File: config.mk
export PLATFORM = sky130hd
export DESIGN_NAME = nv_nvdla_dmaif_rdreq_route
export DESIGN_NICKNAME = d
export VERILOG_FILES = /design/src/rtl/nv_nvdla_dmaif_rdreq_route.sv
export SDC_FILE = /design/constraint.sdc
export NUM_CORES = 1
export LEC_CHECK = 0
export BUFFER_PORTS_ARGS = -buffer_cell sky130_fd_sc_hd__buf_4
export CORE_MARGIN = 2
export CORE_UTILIZATION = 55
export CTS_CLUSTER_SIZE = 10
export DETAILED_ROUTE_END_ITERATION = 6
export PLACE_DENSITY_LB_ADDON = 0.3
export SYNTH_ARGS = -nofsm -noshare
export SYNTH_HDL_FRONTEND = slang
export SYNTH_SLANG_ARGS = --single-unit
File: constraint.sdc
create_clock -name nvdla_core_clk -period 4.7 [get_ports nvdla_core_clk]
set_clock_uncertainty 0.2 [all_clocks]
set_input_delay 0.94 -clock nvdla_core_clk [delete_from_list [all_inputs] [get_ports nvdla_core_clk]]
set_output_delay 0.94 -clock nvdla_core_clk [all_outputs]
set_load 0.03 [all_outputs]
File: src/rtl/nv_nvdla_dmaif_rdreq_route.sv
// nv_nvdla_dmaif_rdreq_route: routes DMA read requests to per-interface skid FIFOs and logs targets in an in-order route FIFO
module nv_nvdla_dmaif_rdreq_route #(
  parameter int AW = 64,
  parameter int NUM_IF = 2,
  parameter int ORD_DEPTH = 8,
  localparam int PW = AW + 15,
  localparam int SELW = NUM_IF > 1 ? $clog2(NUM_IF) : 1,
  localparam int OCW = $clog2(ORD_DEPTH) + 1
) (
  input  logic                 nvdla_core_clk,
  input  logic                 nvdla_core_rstn,
  input  logic [PW-1:0]        dmaif_rd_req_pd,
  input  logic [SELW-1:0]      dmaif_rd_req_sel,
  input  logic                 dmaif_rd_req_vld,
  output logic                 dmaif_rd_req_rdy,
  output logic [NUM_IF*PW-1:0] memif_rd_req_pd,
  output logic [NUM_IF-1:0]    memif_rd_req_valid,
  input  logic [NUM_IF-1:0]    memif_rd_req_ready,
  output logic [SELW-1:0]      ord_sel,
  output logic                 ord_vld,
  input  logic                 ord_pop,
  output logic [OCW-1:0]       ord_cnt,
  output logic                 sel_err
);
  localparam int NS = 1 << SELW;
  localparam int OAW = $clog2(ORD_DEPTH);
  logic sel_ok, accept, ord_full, ord_push, ord_pop_ok;
  logic [NUM_IF-1:0] skid_full;
  logic [NS-1:0] full_pad;
  logic [SELW-1:0] ord_mem [ORD_DEPTH];
  logic [OAW-1:0] ord_wp, ord_rp;
  // Zero-padding lets out-of-range selects index safely; they are masked by sel_ok anyway.
  assign sel_ok = {1'b0, dmaif_rd_req_sel} < (SELW + 1)'(NUM_IF);
  assign full_pad = NS'(skid_full);
  assign ord_full = ord_cnt == OCW'(ORD_DEPTH);
  assign dmaif_rd_req_rdy = sel_ok ? !full_pad[dmaif_rd_req_sel] && !ord_full : 1'b1;
  assign accept = dmaif_rd_req_vld & dmaif_rd_req_rdy;
  assign ord_push = accept & sel_ok;
  assign ord_vld = ord_cnt != '0;
  assign ord_pop_ok = ord_pop & ord_vld;
  assign ord_sel = ord_mem[ord_rp];
  always_ff @(posedge nvdla_core_clk or negedge nvdla_core_rstn)
    if (!nvdla_core_rstn) begin
      ord_cnt <= '0;
      ord_wp <= '0;
      ord_rp <= '0;
      sel_err <= 1'b0;
    end else begin
      ord_cnt <= ord_cnt + OCW'(ord_push) - OCW'(ord_pop_ok);
      ord_wp <= ord_push ? ord_wp + OAW'(1) : ord_wp;
      ord_rp <= ord_pop_ok ? ord_rp + OAW'(1) : ord_rp;
      sel_err <= accept & !sel_ok;
    end
  always_ff @(posedge nvdla_core_clk)
    if (ord_push) ord_mem[ord_wp] <= dmaif_rd_req_sel;
  for (genvar g = 0; g < NUM_IF; g++) begin : g_skid
    logic [PW-1:0] mem [2];
    logic wp, rp, push, pop;
    logic [1:0] cnt;
    assign push = accept & (dmaif_rd_req_sel == SELW'(g));
    assign pop = memif_rd_req_valid[g] & memif_rd_req_ready[g];
    assign memif_rd_req_valid[g] = cnt != 2'd0;
    assign skid_full[g] = cnt == 2'd2;
    assign memif_rd_req_pd[g*PW +: PW] = mem[rp];
    always_ff @(posedge nvdla_core_clk or negedge nvdla_core_rstn)
      if (!nvdla_core_rstn) begin
        cnt <= 2'd0;
        wp <= 1'b0;
        rp <= 1'b0;
      end else begin
        cnt <= cnt + 2'(push) - 2'(pop);
        wp <= wp ^ push;
        rp <= rp ^ pop;
      end
    always_ff @(posedge nvdla_core_clk)
      if (push) mem[wp] <= dmaif_rd_req_pd;
  end
endmodule
; Yosys cells after proc, flatten, opt, wreduce, memory -nomap -nowiden
; Memory sizes are Yosys's and may differ from the RTL's.
; Index checks and enable logic that the tools add are counted.
[totals]
register_bits = 18
ramBits = 324
word_cells = 49
memories = 3
[op_classes]
add_sub_neg = 8
n_lt_le_gt_ge = 1
eq_ne = 3
mux = 8
n_bitwise = 11
reduce_logical = 6
[memory_table]
columns = name, words, width, read_ports, rd_clocked_by_memory_dff, write_ports, line_no
row1 = g_skid[0].mem, 2, 79, 1, 0, 1, 57  ; logic [PW-1:0] mem [2];
row2 = g_skid[1].mem, 2, 79, 1, 0, 1, 57
row3 = ord_mem, 8, 1, 1, 0, 1, 30  ; logic [SELW-1:0] ord_mem [ORD_DEPTH];
[op_table]
columns = operator, n
row1 = two-way mux 1 bit, 8
row2 = "adder 3 x 1 -> 3 bit, second input constant", 2
row3 = bitwise AND 1 bit, 6
row4 = adder 2 x 1 -> 2 bit, 2
row5 = adder 4 x 1 -> 4 bit, 1
row6 = "== test 2 bit, second input constant", 2
row7 = "== test 4 bit, second input constant", 1
row8 = nonzero test 2 bit, 2
row9 = nonzero test 4 bit, 1
row10 = subtractor 2 x 1 -> 2 bit, 2
row11 = subtractor 4 x 1 -> 4 bit, 1
row12 = XOR 1 bit, 4
row13 = logical NOT 1 bit, 2
row14 = "less-than comparator 1 x 2 -> 1 bit, second input constant", 1
row15 = logical AND 1 bit, 1
row16 = inverter 1 bit, 1

; Longest topological paths before layout
[logic_depth]
word_depth = 9
depth_mapped = 11
mapped_depth_nobuf = 11

; Least setup slack after synthesis
; Ideal clock, no wire load.
[synth_timing]
path_kind = input port to flip-flop
startpoint = input port dmaif_rd_req_sel
endpoint = memory g_skid[0].mem[1][0] in the netlist's numbering (enable)
setup_ns = 0.446
arrival_time_ns = 3.892
required_ns = 4.054
slack_ns = 0.162
stages = 5
path_buffers = 0
cell_sequence = and3b_1 a211oi_4 nand2_2 nor2_1 ha_1
[synth_between]
elab_chain_cells = 8
word_cells_on_any_way = 9
[synth_rtl]
columns = element, line_no
row1 = "start, declared", 13  ; input logic [SELW-1:0] dmaif_rd_req_sel,
row2 = two-way mux 1 bit (implied by the code) (2 in a row), 36  ; assign dmaif_rd_req_rdy = sel_ok ? !full_pad[dmaif_rd_req_sel] && !ord_full : 1'b1;
row3 = logical NOT 1 bit, 36
row4 = logical AND 1 bit, 36
row5 = via dmaif_rd_req_rdy, 15  ; output logic dmaif_rd_req_rdy,
row6 = bitwise AND 1 bit, 37  ; assign accept = dmaif_rd_req_vld & dmaif_rd_req_rdy;
row7 = bitwise AND 1 bit, 60  ; assign push = accept & (dmaif_rd_req_sel == SELW'(g));
row8 = two-way mux 1 bit, 76  ; if (push) mem[wp] <= dmaif_rd_req_pd;
row9 = two-way mux 1 bit (implied by the code), 76
row10 = "end, declared", 57
; The timed path passes the listed nets, and every way through them passes these cells. The select of a mux whose other input is x is not followed.

; Final worst setup path
[layout_timing]
startpoint = register g_skid[1].rp
endpoint = output port memif_rd_req_pd[87]
[layout_between]
elab_chain_cells = 1
[layout_rtl]
columns = element, line_no
row1 = "start, declared", 58  ; logic wp, rp, push, pop;
row2 = "start signal, assigned", 73  ; rp <= rp ^ pop;
row3 = memory read (2 x 79 bit), --
row4 = "end, declared", 16  ; output logic [NUM_IF*PW-1:0] memif_rd_req_pd,
; Every way passes these cells.

==> impl_summary.md <==
Outcome
The run finished with clean final reports.

Final layout
Relative to the synthesized area, the layout overhead comes to 26.6%. The final cell area excluding filler cells is around 0.016 mm2. The final net count is just under 1000.

At the end of the flow the core is filled with cells to 0.711. The number of filler cells placed in the layout is 1392. The finished layout holds ~1200 standard cells, fillers aside. Of the cells placed in the final design, the portion with a size suffix greater than 1 is 0.534.

Clocking
The root buffer cell is clkbuf_16. The number of cells upsized or downsized after cts is 0. The number of clock buffers added by TritonCTS is 40. The maximum root-to-sink buffer count is 3.

In this run, post-CTS hold repair placed 0 buffers. The deepest level of the CTS H-tree is 2. The clock tree from TritonCTS is done. The post-CTS setup buffer count is 0. The clock reaches the later pin of the worst-skew pair after roughly 500 ps. The CTS clock-pin slew for the worst setup and hold paths is approximately 50 ps. For this design, the sink count on the clock tree is 342.

Route
The via count normalized by instance count is roughly 5.4. The first routing iteration left around 360 violations. After detailed routing, the total wire length is ~25000 um.

The average wire per standard cell is 21.3 um. For this block, the via count after detailed routing is between 6000 and 7000. The first-pass detailed-route iteration total is 4. The remaining antenna violation count is 0. The DRC violations left is 0.

Global route
Entering global routing, the biggest net connects 81 pins. The via count of the first global-routing pass is between 6000 and 7000. The initial antenna violation count was 1. Global routing finished with a remaining overflow of 0. The first global-routing pass estimated approximately 37000 um of wire.

The global router's overall resource usage is 0.204.

Synth
The post-synthesis compound-gate area fraction is 0.00315. The share of the yosys chip area belonging to registers is 0.801. The number of storage elements in the synthesis netlist is ~340. Measured against the total synthesized area, the mux share comes to 0.146. The net count of the mapped netlist is roughly 710. Of the post-synthesis cell area, the dominant cell type holds 0.766.

Of the total synthesized cell area, the portion taken by full adders, half adders and majority gates is 0.0173. After technology mapping, the gate count stands at ~600. Dividing the synthesized area by the synthesized cell count gives around 21 um2. Yosys mapped the design onto 30 distinct sky130hd cell types. The area of the mapped netlist is 0.0127 mm2. After synthesis, the largest family of logic cells by area is multiplexers. The area share of and/or/nand/nor cells after synthesis is 0.0113. The number of warnings printed during yosys synthesis is 0. Of the total synthesized cell area, the portion taken by XOR and XNOR cells is 0.00827.

The biggest area contributor in the post-synthesis netlist is edfxtp_1. Sorting the synthesized cells by area gives the leading types as edfxtp_1 (77%), mux2_2 (14%), dfrtp_1 (3.5%).

STA
Setup violations remaining at the end of the flow were counted as 0. For the final routed database, the setup TNS stands at 0 ps. Setup repair after global routing left no endpoint under its margin. The clock period could shrink to around 3500 ps.

Of the available clock period, the critical path in the final layout requires 0.751. The final hold violation count came to 0. Headroom to the max-slew limit came out at 0.222. The highest achievable clock rate is between 200 and 300 MHz. The number of max-slew violations in the final report is 0. The transition time of the tightest slew-check pin is approximately 1200 ps.

Placement
The detailed-placement wirelength estimate is 16300 um. The total of buffers placed on input and output ports is approximately 250. After detailed placement, the total cell area comes to roughly 0.015 mm2.

Routability-driven placement finished with a final weighted congestion of between 0.7 and 0.8. After detailed placement, the design holds a cell count of 1128.

Hold path
The path type of the worst min-delay path is input port to asynchronous set/reset pin.

Setup path
The arrival time at the worst endpoint is about 2400 ps. The endpoint identified for the worst register-to-register timing path is g_skid[0].mem[0][27]. In this run the worst path has a maximum fanout of 80. The endpoint class of the critical path is a primary output. STA classifies the critical path startpoint as a flip-flop. The launching element of the worst setup path is g_skid[1].rp. The startpoint of the most critical register-to-register path is ord_cnt[2].

The type of the setup path with the least slack is flip-flop to primary output. The depth of the worst register-to-register path is 7. The slack of the worst reg-to-reg path is ~1700 ps. The last element of the critical path is memif_rd_req_pd[87]. STA puts the critical path data required time at around 3600 ps.

Power
The leakage component of the power is 5.93 nW. The worst-case vdd ir drop is between 400 and 500 uV. The power density of the placed cells is roughly 650 mW/mm2.

Run
The total of max-cap violations is 0.

Floorplan
Measured along the y axis, the die boundary spans roughly 160 um. In this run the horizontal extent of the chip is 156 um. The core region is about 0.023 mm2. The initial core utilization is 0.561. The count of pins on the block boundary is around 250. The die covers approximately 0.024 mm2.

The number of standard-cell rows in the floorplan is 55.
==> worst min path at each step <==
stage | slack (ps) | end
after global placement | 270 | ord_rp[2]
final | 100 | ord_cnt[1]
after detailed placement | 280 | g_skid[0].cnt[1]
after CTS | 90 | ord_rp[0]
after floorplan | 250 | g_skid[0].cnt[1]
after global routing | 110 | ord_rp[0]
==> flip-flops by register name, indices dropped and copies added, names as in the netlist <==
register	count
g_skid.mem	316
ord_mem	8
g_skid.cnt	4
ord_cnt	4
ord_rp	3
ord_wp	3
g_skid.rp	2
g_skid.wp	2
==> synthesized netlist by cell type <==
cell        n
nand3_1     3
nor2_1      8
and2_1      2
or3b_2      1
edfxtp_1  324
mux4_2      2
and3b_1     1
nor3_1      2
mux2_4      1
nor3b_1     1
nand2_1     5
a211oi_1    1
dfrtp_1    18
nand3b_1    1
a21o_1      1
inv_1      16
a21oi_1     1
fa_1        1
ha_1       16
xnor2_1     9
conb_1      1
nand2b_1    1
xor2_1      3
or2_2       2
buf_2      16
buf_4       1
nand2_2     1
a211oi_4    1
clkbuf_1    2
mux2_2    160
==> critical path, stage by stage, from the launching register on <==
cell	delay (ps)
dfrtp_4	1150
mux2_2	450
buf_4	170
==> kinds of logic after synthesis <==
family / Yosys count
AO/OA/AOI/OAI: 4
buffers and inverters: 35
other: 1
adder cells (fa/ha/maj): 17
AND/OR/NAND/NOR: 28
flip-flops: 342
multiplexers: 163
XOR/XNOR: 12
==> where the power goes <==
part / internal, mW / switching [mW] / total (mW)
Clock: 1.56 / 1.05 / 2.61
Combinational: 1.52 / 2.01 / 3.52
Sequential: 3.85 / 0.437 / 4.28
Total: 6.93 / 3.49 / 10.4
==> layout make-up <==
| cell class | count | area, um2 | area share |
|---|---|---|---|
| diodes | 1 | 2.50 | 0.000156 |
| repair buffers | 260 | 1980 | 0.123 |
| well taps | 285 | 357 | 0.0222 |
| clock buffers | 49 | 1060 | 0.0656 |
| inverters | 16 | 60.1 | 0.00373 |
| flip-flops and latches | 342 | 10200 | 0.633 |
| multi-input cells | 225 | 2420 | 0.151 |
| clock inverters | 3 | 26.3 | 0.00163 |
==> layer usage <==
layer  wire length (um)  global-route usage  part of all wire  up-vias
met3               1890              0.0489             0.075       36
met5                  0                   0                 0        -
met2              12800               0.343              0.51      239
met1               9950               0.263              0.40     3222
li1                   -                   -                 -     2892
met4                496              0.0695             0.020        0
==> stage by stage <==
| stage | total power [mW] | hold WS, ps | setup slack [ps] |
|---|---|---|---|
| floorplan | 6.57 | 251 | 162 |
| global placement | 7.81 | 273 | 1150 |
| detailed placement | 7.90 | 278 | 1010 |
| CTS | 10.5 | 92.2 | 1160 |
| global route | 10.8 | 109 | 1090 |
| finish | 10.4 | 101 | 1170 |
==> layout by cell type (no fill, tap or decap), drive strengths merged, types with 2 or more instances in the layout <==
cell type,instances
nand3,3
and2,2
inv,18
ha,16
nor3,2
buf,260
dfrtp,18
or2,2
a211oi,2
nand2,6
xnor2,9
xor2,3
mux4,2
clkbuf,49
mux2,161
nor2,8
edfxtp,324
Note: power is estimated with default switching activity, not from simulation.
